## config.mk

```make
export PLATFORM = sky130hd
export DESIGN_NAME = spcpu_mem_bridge
export DESIGN_NICKNAME = d
export VERILOG_FILES = /design/src/rtl/spcpu_mem_bridge.sv
export SDC_FILE = /design/constraint.sdc
export NUM_CORES = 1
export LEC_CHECK = 0
export CORE_MARGIN = 5
export CORE_UTILIZATION = 47
export DETAILED_ROUTE_END_ITERATION = 10
export PLACE_DENSITY = 0.79
export SETUP_SLACK_MARGIN = 0.15
export SYNTH_ARGS = -nofsm -noshare
export SYNTH_HDL_FRONTEND = slang
export SYNTH_SLANG_ARGS = --single-unit
export TNS_END_PERCENT = 10
```

## constraint.sdc

```tcl
create_clock -name clk -period 2 [get_ports clk]
set_input_delay 0.4 -clock clk [delete_from_list [all_inputs] [get_ports clk]]
set_output_delay 0.4 -clock clk [all_outputs]
set_load 0.1 [all_outputs]
```

## src/rtl/spcpu_mem_bridge.sv

```systemverilog
// Bridge from the spcpu data port to a 16-bit byte-enabled memory with fixed wait states.
// Optional macro SPCPU_MEM_BRIDGE_MISALIGN_SPLIT_EN turns misaligned 16-bit accesses into two byte accesses.
module spcpu_mem_bridge #(
    parameter int ADDR_WIDTH  = 16,
    parameter int DATA_WIDTH  = 16,
    parameter int WAIT_STATES = 2
) (
    input  logic                  clk,
    input  logic                  reset,
    input  logic                  req_valid,
    output logic                  req_ready,
    input  logic [ADDR_WIDTH-1:0] req_addr,
    input  logic                  req_we,
    input  logic                  req_sz,
    input  logic [DATA_WIDTH-1:0] req_wdata,
    output logic                  resp_valid,
    output logic [DATA_WIDTH-1:0] resp_rdata,
    output logic                  resp_err,
    output logic                  mem_en,
    output logic                  mem_we,
    output logic [ADDR_WIDTH-2:0] mem_addr,
    output logic [1:0]            mem_be,
    output logic [DATA_WIDTH-1:0] mem_wdata,
    input  logic [DATA_WIDTH-1:0] mem_rdata
);

`ifdef SPCPU_MEM_BRIDGE_MISALIGN_SPLIT_EN
    localparam bit SPLIT_EN = 1'b1;
`else
    localparam bit SPLIT_EN = 1'b0;
`endif

    localparam logic [3:0]            WS       = 4'(WAIT_STATES);
    localparam logic [ADDR_WIDTH-2:0] WORD_ONE = (ADDR_WIDTH-1)'(1);

    typedef enum logic [2:0] {
        IDLE    = 3'd0,
        ACCESS  = 3'd1,
        WAIT    = 3'd2,
        RESP    = 3'd3,
        ACCESS2 = 3'd4,
        WAIT2   = 3'd5
    } state_t;

    state_t                state_reg, state_next;
    logic [3:0]            cnt_reg, cnt_next;

    logic [ADDR_WIDTH-1:0] addr_reg;
    logic                  we_reg;
    logic                  sz_reg;
    logic [15:0]           wdata_reg;
    logic                  err_reg;
    logic                  split_reg;
    logic [15:0]           rdata_reg;

    logic                  accept;
    logic                  misaligned;
    logic                  last_first;
    logic                  last_second;
    logic                  busy;
    logic                  phase2;
    logic [ADDR_WIDTH-2:0] word_first;
    logic [ADDR_WIDTH-2:0] word_second;
    logic [1:0]            be_cur;
    logic [15:0]           wdata_cur;

    assign accept      = req_valid && (state_reg == IDLE);
    assign misaligned  = req_sz && req_addr[0];
    // The access phase ends on the edge closing the last wait cycle, or ACCESS itself when there are none.
    assign last_first  = ((state_reg == ACCESS)  && (cnt_reg == 4'd0)) ||
                         ((state_reg == WAIT)    && (cnt_reg == 4'd1));
    assign last_second = ((state_reg == ACCESS2) && (cnt_reg == 4'd0)) ||
                         ((state_reg == WAIT2)   && (cnt_reg == 4'd1));

    // State register
    always_ff @(posedge clk or negedge reset) begin
        if (!reset) begin
            state_reg <= IDLE;
            cnt_reg   <= 4'd0;
        end else begin
            state_reg <= state_next;
            cnt_reg   <= cnt_next;
        end
    end

    // Next-state logic
    always_comb begin
        state_next = state_reg;
        cnt_next   = cnt_reg;
        case (state_reg)
            IDLE: begin
                if (req_valid) begin
                    cnt_next   = WS;
                    state_next = (misaligned && !SPLIT_EN) ? RESP : ACCESS;
                end
            end
            ACCESS, WAIT: begin
                if (state_reg == WAIT) begin
                    cnt_next = cnt_reg - 4'd1;
                end
                if (last_first) begin
                    if (split_reg) begin
                        state_next = ACCESS2;
                        cnt_next   = WS;
                    end else begin
                        state_next = RESP;
                    end
                end else begin
                    state_next = WAIT;
                end
            end
            ACCESS2, WAIT2: begin
                if (state_reg == WAIT2) begin
                    cnt_next = cnt_reg - 4'd1;
                end
                state_next = last_second ? RESP : WAIT2;
            end
            RESP:    state_next = IDLE;
            default: state_next = IDLE;
        endcase
    end

    // Request latch and read-data assembly
    always_ff @(posedge clk or negedge reset) begin
        if (!reset) begin
            addr_reg  <= '0;
            we_reg    <= 1'b0;
            sz_reg    <= 1'b0;
            wdata_reg <= 16'h0000;
            err_reg   <= 1'b0;
            split_reg <= 1'b0;
            rdata_reg <= 16'h0000;
        end else begin
            if (accept) begin
                addr_reg  <= req_addr;
                we_reg    <= req_we;
                sz_reg    <= req_sz;
                wdata_reg <= req_wdata;
                err_reg   <= misaligned && !SPLIT_EN;
                split_reg <= misaligned && SPLIT_EN;
                rdata_reg <= 16'h0000;
            end
            if (last_first && !we_reg) begin
                if (!sz_reg) begin
                    rdata_reg <= addr_reg[0] ? {8'h00, mem_rdata[7:0]} : {8'h00, mem_rdata[15:8]};
                end else if (split_reg) begin
                    rdata_reg[15:8] <= mem_rdata[7:0];
                end else begin
                    rdata_reg <= mem_rdata;
                end
            end
            if (last_second && !we_reg) begin
                rdata_reg[7:0] <= mem_rdata[15:8];
            end
        end
    end

    assign phase2      = (state_reg == ACCESS2) || (state_reg == WAIT2);
    assign busy        = (state_reg == ACCESS) || (state_reg == WAIT) || phase2;
    assign word_first  = addr_reg[ADDR_WIDTH-1:1];
    // A split access always starts at an odd byte, so its second byte is in the next word (wrapping).
    assign word_second = addr_reg[ADDR_WIDTH-1:1] + WORD_ONE;

    always_comb begin
        be_cur    = 2'b11;
        wdata_cur = wdata_reg;
        if (!sz_reg) begin
            be_cur    = addr_reg[0] ? 2'b01 : 2'b10;
            wdata_cur = addr_reg[0] ? {8'h00, wdata_reg[7:0]} : {wdata_reg[7:0], 8'h00};
        end else if (split_reg) begin
            be_cur    = phase2 ? 2'b10 : 2'b01;
            wdata_cur = phase2 ? {wdata_reg[7:0], 8'h00} : {8'h00, wdata_reg[15:8]};
        end
    end

    // Output logic; memory-side fields are held through the wait cycles and zero otherwise.
    always_comb begin
        req_ready  = (state_reg == IDLE);
        resp_valid = (state_reg == RESP);
        resp_err   = (state_reg == RESP) && err_reg;
        resp_rdata = (state_reg == RESP) ? rdata_reg : 16'h0000;
        mem_en     = (state_reg == ACCESS) || (state_reg == ACCESS2);
        mem_we     = busy && we_reg;
        mem_addr   = busy ? (phase2 ? word_second : word_first) : '0;
        mem_be     = busy ? be_cur : 2'b00;
        mem_wdata  = busy ? wdata_cur : 16'h0000;
    end

endmodule
```

======== After elaboration in Yosys (flattened, before gate mapping) ========
Index checks and enable logic that the tools add are counted.
W data, S select, Z words.
word-level totals
  register bits ........................... 58
  output and inout port bits .............. 54
  word-level logic and storage cells ...... 68
  input port bits ......................... 53
cells by class
  multiplexer cells ....................... 23
  add/sub/neg operators ................... 2
  eq/ne operators ......................... 9
  reduce and logical (&&, ||, !) cells .... 25
operator list
  kind                     number
  $mux W16                 7
  $mux W15                 2
  $mux W8                  2
  $add A15 B1 Y15 const B  1
  $mux W4                  3
  $pmux W4 S3              1
  $logic_and A1 B1 Y1      10
  $pmux W3 S3              1
  $mux W2                  4
  $eq A3 B2 Y1 const B     2
  $eq A3 B3 Y1 const B     2
  $logic_or A1 B1 Y1       6
  $mux W3                  2
  $ne A2 B2 Y1 const B     3
  $reduce_bool A3 Y1       2
  $eq A4 B1 Y1 const B     1
  $logic_not A4 Y1         1
  $reduce_and A4 Y1        1
  $reduce_or A2 Y1         2
  $sub A4 B1 Y4 const B    1
  $eq A3 B1 Y1 const B     1
  $logic_not A3 Y1         1
  $reduce_bool A2 Y1       1
  $logic_not A1 Y1         1
  $mux W1                  1

======== Logic depth before layout (Yosys ltp) ========
  word-level depth ........................ 6
  mapped depth ............................ 8
  gate-level depth less buffers ........... 6

======== Worst setup path before layout ========
No wires, ideal clock.
  path kind ............................... register -> output
  start ................................... register state_reg[0]
  end ..................................... output mem_addr[1]
  arrival time ............................ 2.990 ns
  data required time ...................... 1.600 ns
  stages on the path, launching flop included .. 5
  path buffers ............................ 1
  slack ................................... -1.390 ns
  cells stage by stage .................... dfrtp_1 -> buf_4 -> xor2_1 -> nand2_1 -> o21ai_0
on the way
  cells in the longest elaborated chain, start to end .. 4
  elaborated cells between the ends (all ways) .. 9
  classes of those cells .................. eq/ne (4); mux (2); reduce/logical (3)
RTL lines
  item                                            RTL line  source
  start: declaration                              45        state_t state_reg, state_next;
  start signal: assignment                        81        state_reg <= state_next;
  $eq A3 B3 Y1, or another cell as far along      158       assign phase2 = (state_reg == ACCESS2) || (state_reg == WAIT2);
  $logic_or A1 B1 Y1, on equally long branches    158, 159
  $mux W15 or $logic_or A1 B1 Y1 (tied branches)  184, 159
  $mux W15 *                                      184       mem_addr = busy ? (phase2 ? word_second : word_first) : '0;
  end: declaration                                21        output logic [ADDR_WIDTH-2:0] mem_addr,
Mark *: on every way between the ends. The rest lies on a longest branch, timed or not.

======== Worst setup path after layout ========
  start ................................... register state_reg[1]
  end ..................................... output mem_addr[13]
Same word-level chain as after synthesis.

==> impl_metrics.json <==
{
  "cts.clk_slew.worst_paths_ps": 70,
  "die_y_um": 94.5,
  "synth_warnings": 0,
  "final.setup.tns_ps": -12270,
  "stdcell_area_um2": 5930,
  "syn_area_um2": 3360,
  "fin_cells": 573,
  "cts.path.max_buffers": 2,
  "arrival_ps": 2050,
  "cts_hold_buf": 0,
  "drc": 0,
  "drv_cap": 0,
  "finalSetupViolCount": 51,
  "drtAntennaViolNets": 0,
  "finalNetCount": 530,
  "clock_latency_ps": 330,
  "wl_per_cell_um": 21.8,
  "grt_pass1_wl_um": 17300,
  "gp_congestion": 0.825,
  "slowest_delay_ps": 440,
  "synth-async-reset-ratio_pct": 100,
  "dieArea_um2": 8940,
  "drive_gt1_share_pct": 48.6,
  "timing.final.crit_share_pct": 123,
  "crit_chain": "nand4b_1 -> buf_6 -> nor4_2 -> xnor2_1 -> nor2_4 -> buf_12",
  "antenna_cells": 0,
  "max_freq_mhz": 408,
  "ys_top_cells_by_area": "dfrtp_1 (43%), mux2_2 (12%), and2_1 (4.7%)",
  "synth-seq-cells": 58,
  "first_iter_violations": 212,
  "min_path_type": "primary input to asynchronous set/reset pin",
  "placedInstanceArea_um2": 5370,
  "synth.top_cell.area_share_pct": 43.2,
  "yosysTopAreaCell": "dfrtp_1",
  "fin_crit_ps": 2450,
  "grtUsageTotal_pct": 24.9,
  "antenna_found_initial": 0,
  "core_area_um2": 6870,
  "outcome": "finished, violations left",
  "cts_buffers": 9,
  "clockRootBuffer": "clkbuf_8",
  "critical_path_class": "flop to output port",
  "wl_um": 12500,
  "fp.dieW_um": 94.5,
  "required_ps": 1600,
  "drtPass1Iterations": 5,
  "routed_via_density": 5.83,
  "crit_path_top_delay_cell": "dfrtp_2",
  "path_max_fanout": 5,
  "synth.yosys.seq_area_share_pct": 43.2,
  "critPathTopFamily": "simple AND/OR/NAND/NOR gates",
  "io_pins": 107,
  "yosysUniqueCellTypes": 50,
  "synth_edf_count": 0,
  "rr_worst_depth": 7,
  "h-tree-depth": 3,
  "dp.cells": 546,
  "crit_cells": 6,
  "finClkSkew_ps": 6.10,
  "initial_core_util_pct": 48.9,
  "dp_hpwl_um": 7300,
  "path_buf_inv": 2,
  "synth_most_common_cell": "dfrtp_1",
  "grt_overflow_total": 0,
  "clkSinkCount": 58,
  "finalMaxSlewViolations": 0,
  "num_vias": 3341,
  "synth-main-ff-cell": "dfrtp_1",
  "fin_ws_ps": -451,
  "worst_pin_slew_ps": 527,
  "grt_max_degree": 41,
  "violations": "setup timing",
  "start_kind": "flop",
  "slew-limit-headroom_pct": 64.5,
  "synthCells": 340,
  "cts_tree": "done",
  "grt_pass1_vias": 3372,
  "synth_nets": 397,
  "area_growth_pct": 76.5,
  "hold_viol": 0,
  "grt_setup_unrepaired": "true",
  "worstSetupEndpointType": "output port",
  "synthTopCellsByCount": "dfrtp_1 (58), nor2_1 (38), mux2_2 (35)",
  "fin_hold_ws_ps": 15.3,
  "row_count": 30,
  "syn_area_per_cell_um2": 9.88,
  "port_buffers": 106
}
## final timing paths
path / endpoint / start / slack, ps
worst max-delay path: mem_addr[13] / state_reg[1] / -450
worst min-delay path: rdata_reg[9] / reset / 20
worst max register to register: rdata_reg[7] / state_reg[1] / 50
worst min register to register: err_reg / err_reg / 510
max in group asynchronous: wdata_reg[14] / reset / 1330
min in group clk: err_reg / err_reg / 510
## area by class of cell
type	instances	area (µm²)
Clock inverter	3	65.1
Fill cell	311	938
Multi-Input combinational cell	256	2160
Timing Repair Buffer	142	1970
Sequential cell	58	1460
Inverter	6	22.5
Clock buffer	12	135
Tap cell	96	120
## placed cells by master (no fill, tap or decap), types with 13 or more instances in the layout
cell and instances:
dfrtp_1 51, nor2_1 17, and2_4 16, clkdlybuf4s50_1 51, a21oi_1 13, buf_4 24, mux2_2 34, buf_12 58
nor2_4 21, nand2_1 33
## metal layers
layer  share of wire, %  GRT usage [%]
met1                 38           30.3
met2                 52           44.1
met3                6.7           5.18
met4                3.7           7.93
met5                  0              0
## stage by stage
stage	worst slack, ps	util, %
2_1_floorplan	-555	-
3_3_place_gp	9.38	78.2
3_5_place_dp	-39.8	78.2
4_1_cts	-291	83.9
5_1_grt	-496	86.3
6_report	-451	86.3
## cell families (layout without fill, tap and decap cells)
| logic type | Yosys count | count (layout) | share of synthesized area (%) |
|---|---|---|---|
| AO/OA/AOI/OAI | 50 | 50 | 9.91 |
| XOR/XNOR | 14 | 14 | 3.65 |
| AND/OR/NAND/NOR | 142 | 144 | 22.3 |
| multiplexers | 44 | 44 | 14.6 |
| flip-flops | 58 | 58 | 43.2 |
| adder cells (fa/ha/maj) | 4 | 4 | 1.49 |
| buffers and inverters | 28 | 163 | 4.84 |
## what timing repair did
item,4_1_cts,5_1_grt
pin swaps,6,29
gates resized for setup,27,27
setup endpoints to repair,69,69
endpoints found under the hold margin,0,0
buffers inserted,3,6
cloned,2,1
Power is left out: the tool's default activity adds up to more than one toggle a clock period on the data nets, which glitch-free logic cannot reach.
